## src/rtl/stc_detector_if.sv

```systemverilog
// Detection-side bus of stc_detector: sweep trigger, video samples and the
// single-entry detection record with its ready/valid handshake.
interface stc_detector_if;
  logic        trig;
  logic [11:0] vid_in;
  logic        det_ready;
  logic        det_valid;
  logic [11:0] det_range;
  logic [11:0] det_width;
  logic [11:0] det_peak;
  logic [7:0]  drop_cnt;
  logic        busy;

  modport master (
    output trig, vid_in, det_ready,
    input  det_valid, det_range, det_width, det_peak, drop_cnt, busy
  );

  modport slave (
    input  trig, vid_in, det_ready,
    output det_valid, det_range, det_width, det_peak, drop_cnt, busy
  );
endinterface

```

## src/rtl/stc_detector.sv

```systemverilog
// Range-sweep run detector: finds runs of above-threshold bins and reports them
// through a 1-entry buffer. Define STC_DETECTOR_PEAK_EN to enable peak tracking.
module stc_detector #(
  parameter logic [11:0] SAMPLE_LIMIT = 12'd2626,
  parameter logic [11:0] THRESHOLD    = 12'd512,
  parameter logic [11:0] MIN_RUN      = 12'd3
) (
  input  logic          clk,
  input  logic          rst,
  stc_detector_if.slave bus
);

  typedef enum logic [1:0] {
    IDLE   = 2'd0,
    SEARCH = 2'd1,
    RUN    = 2'd2
  } state_e;

  state_e      state_q, state_d;
  logic [11:0] bin_q, bin_d;
  logic [11:0] start_q, start_d;
  logic [11:0] width_q, width_d;
  logic        busy_q;
  logic        det_valid_q, det_valid_d;
  logic [11:0] det_range_q, det_range_d;
  logic [11:0] det_width_q, det_width_d;
  logic [7:0]  drop_q, drop_d;

  logic        in_sweep, above, last_bin, run_open;
  logic        close_run, report, load;
  logic [11:0] cur_bin;

  // A trig always starts bin 0 and discards whatever run was open.
  assign in_sweep = bus.trig || (state_q != IDLE);
  assign cur_bin  = bus.trig ? 12'd0 : bin_q;
  assign above    = (bus.vid_in >= THRESHOLD);
  assign last_bin = (cur_bin == (SAMPLE_LIMIT - 12'd1));
  assign run_open = (state_q == RUN) && !bus.trig;

  // NOTE: every always_comb output is given its hold value first so no path leaves it unassigned (no latch).
  always_comb begin
    state_d   = state_q;
    bin_d     = bin_q;
    start_d   = start_q;
    width_d   = width_q;
    close_run = 1'b0;
    if (in_sweep) begin
      bin_d = last_bin ? 12'd0 : cur_bin + 12'd1;
      if (above) begin
        state_d = RUN;
        if (run_open) begin
          width_d = (width_q == 12'hFFF) ? width_q : width_q + 12'd1;
        end else begin
          start_d = cur_bin;
          width_d = 12'd1;
        end
        close_run = last_bin;
      end else begin
        state_d   = SEARCH;
        close_run = run_open;
      end
      if (last_bin) state_d = IDLE;
    end
  end

  // start_d/width_d already hold the closed run in both closing cases.
  assign report = close_run && (width_d >= MIN_RUN);
  assign load   = report && (!det_valid_q || bus.det_ready);

  always_comb begin
    det_valid_d = det_valid_q;
    det_range_d = det_range_q;
    det_width_d = det_width_q;
    drop_d      = drop_q;
    if (load) begin
      det_valid_d = 1'b1;
      det_range_d = start_d;
      det_width_d = width_d;
    end else if (report) begin
      if (drop_q != 8'hFF) drop_d = drop_q + 8'd1;
    end else if (det_valid_q && bus.det_ready) begin
      det_valid_d = 1'b0;
    end
  end

  // NOTE: sequential state uses non-blocking assignments so every flop samples pre-edge values.
  always_ff @(posedge clk or negedge rst) begin
    if (!rst) begin
      state_q     <= IDLE;
      bin_q       <= '0;
      start_q     <= '0;
      width_q     <= '0;
      busy_q      <= 1'b0;
      det_valid_q <= 1'b0;
      det_range_q <= '0;
      det_width_q <= '0;
      drop_q      <= '0;
    end else begin
      state_q     <= state_d;
      bin_q       <= bin_d;
      start_q     <= start_d;
      width_q     <= width_d;
      busy_q      <= (state_d != IDLE);
      det_valid_q <= det_valid_d;
      det_range_q <= det_range_d;
      det_width_q <= det_width_d;
      drop_q      <= drop_d;
    end
  end

`ifdef STC_DETECTOR_PEAK_EN
  logic [11:0] peak_q, peak_d;
  logic [11:0] det_peak_q, det_peak_d;

  always_comb begin
    peak_d = peak_q;
    if (in_sweep && above) begin
      peak_d = (run_open && (peak_q > bus.vid_in)) ? peak_q : bus.vid_in;
    end
    det_peak_d = load ? peak_d : det_peak_q;
  end

  always_ff @(posedge clk or negedge rst) begin
    if (!rst) begin
      peak_q     <= '0;
      det_peak_q <= '0;
    end else begin
      peak_q     <= peak_d;
      det_peak_q <= det_peak_d;
    end
  end

  assign bus.det_peak = det_peak_q;
`else
  assign bus.det_peak = 12'd0;
`endif

  assign bus.det_valid = det_valid_q;
  assign bus.det_range = det_range_q;
  assign bus.det_width = det_width_q;
  assign bus.drop_cnt  = drop_q;
  assign bus.busy      = busy_q;

endmodule

```

## src/flat_wrapper.sv

```systemverilog
// flat-port wrapper written by rule: the top's interface ports become plain ports
module stc_detector_flat 
#(
  parameter logic [11:0] SAMPLE_LIMIT = 12'd2626,
  parameter logic [11:0] THRESHOLD    = 12'd512,
  parameter logic [11:0] MIN_RUN      = 12'd3
)
  (clk, rst, bus_trig, bus_vid_in, bus_det_ready, bus_det_valid, bus_det_range, bus_det_width, bus_det_peak, bus_drop_cnt, bus_busy);
  stc_detector_if bus_i ();
  input  logic clk;
  input  logic rst;
  input wire logic [$bits(bus_i.trig)-1:0] bus_trig;
  input wire logic [$bits(bus_i.vid_in)-1:0] bus_vid_in;
  input wire logic [$bits(bus_i.det_ready)-1:0] bus_det_ready;
  output wire logic [$bits(bus_i.det_valid)-1:0] bus_det_valid;
  output wire logic [$bits(bus_i.det_range)-1:0] bus_det_range;
  output wire logic [$bits(bus_i.det_width)-1:0] bus_det_width;
  output wire logic [$bits(bus_i.det_peak)-1:0] bus_det_peak;
  output wire logic [$bits(bus_i.drop_cnt)-1:0] bus_drop_cnt;
  output wire logic [$bits(bus_i.busy)-1:0] bus_busy;
  assign bus_i.trig = bus_trig;
  assign bus_i.vid_in = bus_vid_in;
  assign bus_i.det_ready = bus_det_ready;
  assign bus_det_valid = bus_i.det_valid;
  assign bus_det_range = bus_i.det_range;
  assign bus_det_width = bus_i.det_width;
  assign bus_det_peak = bus_i.det_peak;
  assign bus_drop_cnt = bus_i.drop_cnt;
  assign bus_busy = bus_i.busy;
  stc_detector #(.SAMPLE_LIMIT(SAMPLE_LIMIT), .THRESHOLD(THRESHOLD), .MIN_RUN(MIN_RUN)) u_core (.clk(clk), .rst(rst), .bus(bus_i));
endmodule
```

## config.mk

```make
export PLATFORM = sky130hd
export DESIGN_NAME = stc_detector_flat
export DESIGN_NICKNAME = d
export VERILOG_FILES = /design/src/rtl/stc_detector_if.sv /design/src/rtl/stc_detector.sv /design/src/flat_wrapper.sv
export SDC_FILE = /design/constraint.sdc
export NUM_CORES = 1
export LEC_CHECK = 0
export CELL_PAD_IN_SITES_DETAIL_PLACEMENT = 1
export CELL_PAD_IN_SITES_GLOBAL_PLACEMENT = 1
export CORE_MARGIN = 4
export CORE_UTILIZATION = 38
export DETAILED_ROUTE_END_ITERATION = 12
export GPL_ROUTABILITY_DRIVEN = 0
export PLACE_DENSITY_LB_ADDON = 0.1
export SLEW_MARGIN = 20
export SYNTH_ARGS = -nofsm -noshare
export SYNTH_HDL_FRONTEND = slang
export SYNTH_SLANG_ARGS = --single-unit
```

## constraint.sdc

```tcl
create_clock -name clk -period 3.8 [get_ports clk]
set_input_delay 0.38 -clock clk [delete_from_list [all_inputs] [get_ports clk]]
set_output_delay 0.38 -clock clk [all_outputs]
set_load 0.05 [all_outputs]
```

==> results of run 1 <==
==> logic make-up after synthesis <==
family,synth area share (%)
AO/OA/AOI/OAI,10.2
XOR/XNOR,3.62
adder cells (fa/ha/maj),1.38
buffers and inverters,5.27
flip-flops,49.6
multiplexers,9.62
other,0.103
AND/OR/NAND/NOR,20.2
==> synth_stat cells (all sizes together) (2+ instances only) <==
master,n,share of area (%)
nor4,2,0.52
or3,4,0.69
nand2,45,4.9
a41oi,3,0.72
nor3,9,1.4
o31ai,7,1.4
a211oi,2,0.55
a31oi,2,0.34
nor2,16,1.7
buf,19,4.3
dfrtp,72,50
o21a,2,0.41
inv,2,0.21
and3,11,1.9
nand4b,3,0.72
and4,2,0.55
and2,4,0.76
a21oi,5,0.69
nand3,12,2.5
nor2b,6,1.0
clkbuf,7,0.72
xnor2,9,2.2
ha,4,1.4
o21ai,29,4.1
nand2b,11,1.9
nand4,8,1.4
mux2,25,9.6
xor2,6,1.4
==> metal layers <==
metal,share of wire (%),up-vias,global-route usage [%]
met5,0,-,0
met3,4.4,8,4.35
met4,0.84,0,4.26
met1,48,1319,21.5
li1,-,1250,-
met2,46,60,24.7
==> power breakdown <==
part | internal [mW] | total, mW | switching, mW
logic | 0.100 | 0.296 | 0.196
clock network | 0.384 | 0.683 | 0.298
registers | 0.802 | 0.833 | 0.0308
total | 1.29 | 1.81 | 0.526
==> metrics by stage <==
step | utilization [%] | total power [mW]
after CTS | 46.4 | 1.84
after global routing | 46.4 | 1.91
after floorplan | - | 1.06
final | 46.4 | 1.81
after global placement | 44.1 | 1.14
after detailed placement | 44.1 | 1.15
==> worst max path at each step <==
stage                                          end                   startpoint
4_1_cts        u_core.bus.det_range[5]$_DFFE_PN0P_                     bus_trig
5_1_grt        u_core.bus.det_range[5]$_DFFE_PN0P_                     bus_trig
3_5_place_dp   u_core.bus.det_range[5]$_DFFE_PN0P_                     bus_trig
2_1_floorplan  u_core.bus.det_range[5]$_DFFE_PN0P_  u_core.width_q[0]$_DFF_PN0_
3_3_place_gp   u_core.bus.det_range[5]$_DFFE_PN0P_                     bus_trig
6_report       u_core.bus.det_range[5]$_DFFE_PN0P_                     bus_trig
==> area by class of cell <==
cell class | instances | area (µm²)
clock buffer | 10 | 138
inverter | 2 | 7.51
timing repair buffer | 46 | 443
tap | 129 | 161
multi-input combinational | 248 | 1680
clock inverter | 5 | 81.3
sequential | 72 | 1800
fill | 1059 | 4970
==> flip-flops by register name (all words and copies together) (netlist names) <==
name                  count
u_core.state_q            2
u_core.bus.det_range     12
u_core.bus.busy           1
u_core.bus.det_valid      1
u_core.bus.det_width     12
u_core.bus.drop_cnt       8
u_core.width_q           12
u_core.bin_q             12
u_core.start_q           12
==> key figures, run 1 <==
Pwr
  • Power Density: 420 mW/mm²
  • Peak supply drop: 0.000199 V
  • P_leak: 1.96 nW

Clocking
  • Worst-Skew Late Latency: 0.34 ns
  • CTS tree: built
  • Post-CTS sizing: 0
  • CTS Root Buffer Type: clkbuf_8
  • Post CTS Setup Buffer Count: 0
  • Hold Buf Count CTS: 0
  • TritonCTS buffer count: 9
  • Total clock sinks: 72
  • Bufs on Longest Clock Path: 2
  • Clk slew on worst S/H paths: 0.08 ns
  • H-tree depth reported by CTS: 3

STA
  • Tmin final: 3.20 ns
  • Fin. Hold Viols: 0
  • Tightest Pin Transition: 0.925 ns
  • Rel. slew slack: 38.3%
  • Max Clock Freq: 313 MHz
  • Tcrit/Tclk final: 84.1%
  • Setup-failing EPs final: 0
  • Hold_ws: 0.147 ns
  • RSZ-0062 raised after global routing: false
  • Setup ws final: 0.604 ns
  • Slew Viols, Final: 0
  • Post-Route Skew: 0.00963 ns
  • Setup TNS: 0 ns

Detailed routing
  • Residual DRC: 0
  • Post-route ant nets: 0
  • Routed Wire Length: 8290 µm
  • Initial DRC Count: 52
  • Vias: 2637
  • DR pass1 iterations: 4
  • Drt via density: 5.15
  • DR WL/cell: 16.2 µm

Floorplanning
  • Die Height: 106 µm
  • Die width: 106 µm
  • Initial Util: 39.1%
  • Total die area: 0.0112 mm²
  • Row count: 35
  • Ports: 62
  • Core area: 0.00928 mm²

Layout
  • Fin area: 0.00431 mm²
  • N_diodes: 0
  • Nets: 399
  • Most frequent cells in the layout: 72 x dfrtp_1, 44 x nand2_1, 39 x clkdlybuf4s50_1, 27 x o21ai_0, 18 x mux2_4
  • Share of layout cells above drive strength 1: 14.1%
  • Syn-to-layout area delta: 18.8%
  • Commonest non-fill, non-tap cell in the layout: dfrtp_1
  • Finished Layout Cells: 512

Critical path
  • Worst reg2reg path endpoint: u_core.bus.det_range[5]$_DFFE_PN0P_
  • Setup CP Type: input port to register
  • Max incr delay on CP: 0.59 ns
  • Most used cell, CP: nand3_4
  • Setup crit end kind: register
  • CP max FO: 24
  • WP buf/inv: 1
  • CP required: 4.03 ns
  • Startpoint types: input port
  • Worst path depth: 9
  • Top cell family by delay on the critical path: simple AND/OR/NAND/NOR gates
  • Worst reg2reg startpoint: u_core.state_q[0]$_DFF_PN0_
  • WP data arrival: 3.43 ns
  • Flop-to-flop setup slack: 0.76 ns
  • CP cell instances: clkdlybuf4s50_1 -> or3_1 -> nand2_4 -> nor2_1 -> o21ai_0 -> o41ai_2 -> nand3_4 -> nand3_4 -> mux2_1
  • R2r worst-path depth: 8
  • Slowest-stage cell, CP: clkdlybuf4s50_1

Placed design
  • HPWL after detailed placement: 5780 µm
  • Setup WS pre-CTS: 0.223 ns
  • DP Cell Count: 497
  • Placed Area: 0.00409 mm²
  • PortBufs: 40

Global route
  • Initial antenna violation count: 0
  • Tot GR Track Use: 15.8%
  • Largest net degree at the start of global routing: 73
  • Congestion Overflow GR: 0
  • Vias in the first global route: 2867
  • First-pass GRT wire length: 14200 µm

Synthesis
  • Top_reg_cell synth: dfrtp_1
  • Syn. warnings: 0
  • Syn Area/Cell: 10.8 µm²
  • Seq cells post-synth: 72
  • Syn Inst Count: 337
  • Seq/Total Area, Yosys: 49.6%
  • Asr flop ratio synth: 100%
  • Syn Std Cell Area: 0.00363 mm²
  • Yosys cell types: 51
  • Post-synth EDFFs: 0

Worst hold path
  • Hold WC Path Type: input port to async pin

Flow run
  • Max_cap viols: 0

Status
  • Outcome: finished, final reports clean
Power figures use the tool's default switching activity.
==> run 2: changes to the inputs <==
Clock period 3.8 ns to 3.1 ns, I/O delays scaled along.
==> key figures, run 2 (synthesis gave the netlist of run 1 again) <==
STA
  • Rel. slew slack: 38.5%
  • Setup TNS: 0 ns
  • Fin. Hold Viols: 0
  • Tmin final: 2.88 ns
  • Max Clock Freq: 347 MHz
  • Slew Viols, Final: 0
  • RSZ-0062 raised after global routing: false
  • Tcrit/Tclk final: 93.0%
  • Setup-failing EPs final: 0
  • Tightest Pin Transition: 0.923 ns
  • Post-Route Skew: 0.0121 ns

Global route
  • Congestion Overflow GR: 0
  • Largest net degree at the start of global routing: 73
  • Vias in the first global route: 2900
  • First-pass GRT wire length: 14600 µm
  • Tot GR Track Use: 16.3%
  • Initial antenna violation count: 0

Clocking
  • Post-CTS sizing: 0
  • Clk slew on worst S/H paths: 0.08 ns
  • Total clock sinks: 72
  • Worst-Skew Late Latency: 0.34 ns
  • CTS Root Buffer Type: clkbuf_8
  • Bufs on Longest Clock Path: 2
  • TritonCTS buffer count: 9
  • Hold Buf Count CTS: 0
  • CTS tree: built
  • Post CTS Setup Buffer Count: 0
  • H-tree depth reported by CTS: 3

Floorplanning
  • Row count: 35
  • Ports: 62
  • Die Height: 106 µm
  • Die width: 106 µm
  • Initial Util: 39.1%
  • Core area: 0.00928 mm²
  • Total die area: 0.0112 mm²

Detailed routing
  • Drt via density: 5.15
  • DR WL/cell: 16.0 µm
  • Residual DRC: 0
  • DR pass1 iterations: 4
  • Vias: 2687
  • Post-route ant nets: 0
  • Routed Wire Length: 8380 µm
  • Initial DRC Count: 91

Critical path
  • Setup CP Type: register to register
  • CP max FO: 19
  • Most used cell, CP: nand3_4
  • Top cell family by delay on the critical path: simple AND/OR/NAND/NOR gates
  • CP required: 3.32 ns
  • CP cell instances: ha_1 -> nand3_1 -> or3_1 -> a311oi_1 -> a41oi_1 -> o41ai_2 -> nand3_4 -> nand3_4 -> buf_12 -> mux2_1
  • Slowest-stage cell, CP: dfrtp_1
  • Startpoint types: register
  • Setup crit end kind: register
  • WP data arrival: 3.10 ns
  • Max incr delay on CP: 0.42 ns
  • WP buf/inv: 1

Layout
  • Share of layout cells above drive strength 1: 16.3%
  • Fill cell count: 1049
  • Fin area: 0.00441 mm²
  • N_diodes: 0
  • Nets: 409
  • Syn-to-layout area delta: 21.5%
  • Most frequent cells in the layout: 72 x dfrtp_1, 44 x nand2_1, 39 x clkdlybuf4s50_1, 27 x o21ai_0, 18 x mux2_4
  • Commonest non-fill, non-tap cell in the layout: dfrtp_1

Flow run
  • Max_cap viols: 0

Placed design
  • PortBufs: 40
  • HPWL after detailed placement: 5880 µm
  • Placed Area: 0.00418 mm²

Pwr
  • Power Density: 518 mW/mm²
  • P_leak: 2.02 nW
  • Power, Total: 2.29 mW
  • Peak supply drop: 0.000177 V

Status
  • Outcome: finished, final reports clean

Worst hold path
  • Hold WC Path Type: input port to async pin
run 2: cell types whose count changed in the layout (fill, tap and decap cells not counted):
cell        before  now
buf_12           0    1
buf_4            7   16
bufinv_16        2    3
clkbuf_8        10    9
clkinv_2         1    2
clkinvlp_4       1    0
run 2: final timing paths:
check	end	from	depth (start not counted)	slack [ns]
worst max-delay path	u_core.bus.det_width[4]$_DFFE_PN0P_	u_core.width_q[0]$_DFF_PN0_	10	0.22
worst min-delay path	u_core.bus.det_range[0]$_DFFE_PN0P_	rst	1	0.08
worst max register to register	u_core.bus.det_width[4]$_DFFE_PN0P_	u_core.width_q[0]$_DFF_PN0_	10	0.22
worst min register to register	u_core.bin_q[6]$_DFFE_PN0N_	u_core.bin_q[6]$_DFFE_PN0N_	1	0.48
max in group asynchronous	u_core.width_q[3]$_DFF_PN0_	rst	1	2.39
min in group clk	u_core.bin_q[6]$_DFFE_PN0N_	u_core.bin_q[6]$_DFFE_PN0N_	1	0.48
run 2: power breakdown:
part           switching (mW)  internal [mW]
registers              0.0377          0.984
logic                   0.244          0.134
clock network           0.359          0.529
run 2: per-stage QoR:
step	util, %	worst slack, ns	hold slack [ns]	std cells
2_1_floorplan	-	0.551	0.0144	348
3_3_place_gp	45.0	0.0410	0.454	507
3_5_place_dp	45.0	0.0408	0.466	507
4_1_cts	47.5	0.218	0.133	522
5_1_grt	47.5	0.0214	0.164	522
6_report	47.5	0.219	0.0755	522
run 2: cell type report:
cell class / instances / area [µm²] / share of cell area [%]
inverter: 2 / 7.51 / 0.170
tap: 129 / 161 / 3.66
multi-input combinational: 248 / 1680 / 38.0
timing repair buffer: 56 / 531 / 12.0
clock inverter: 6 / 109 / 2.47
clock buffer: 9 / 124 / 2.81
sequential: 72 / 1800 / 40.8
run 2: worst reg2reg max path: stages, from the launching register on:
cell and delay, ns:
dfrtp_1 0.42, ha_1 0.21, nand3_1 0.18, or3_1 0.40
a311oi_1 0.30, a41oi_1 0.09, o41ai_2 0.36, nand3_4 0.16
nand3_4 0.11, buf_12 0.19, mux2_1 0.35
run 2: layer usage:
layer	part of all wire, %	vias to the layer above	global-route usage, %
met2	47	58	25.6
met3	4.3	9	3.61
met4	1.3	0	5.00
met5	0	-	0
met1	47	1350	22.3
li1	-	1270	-
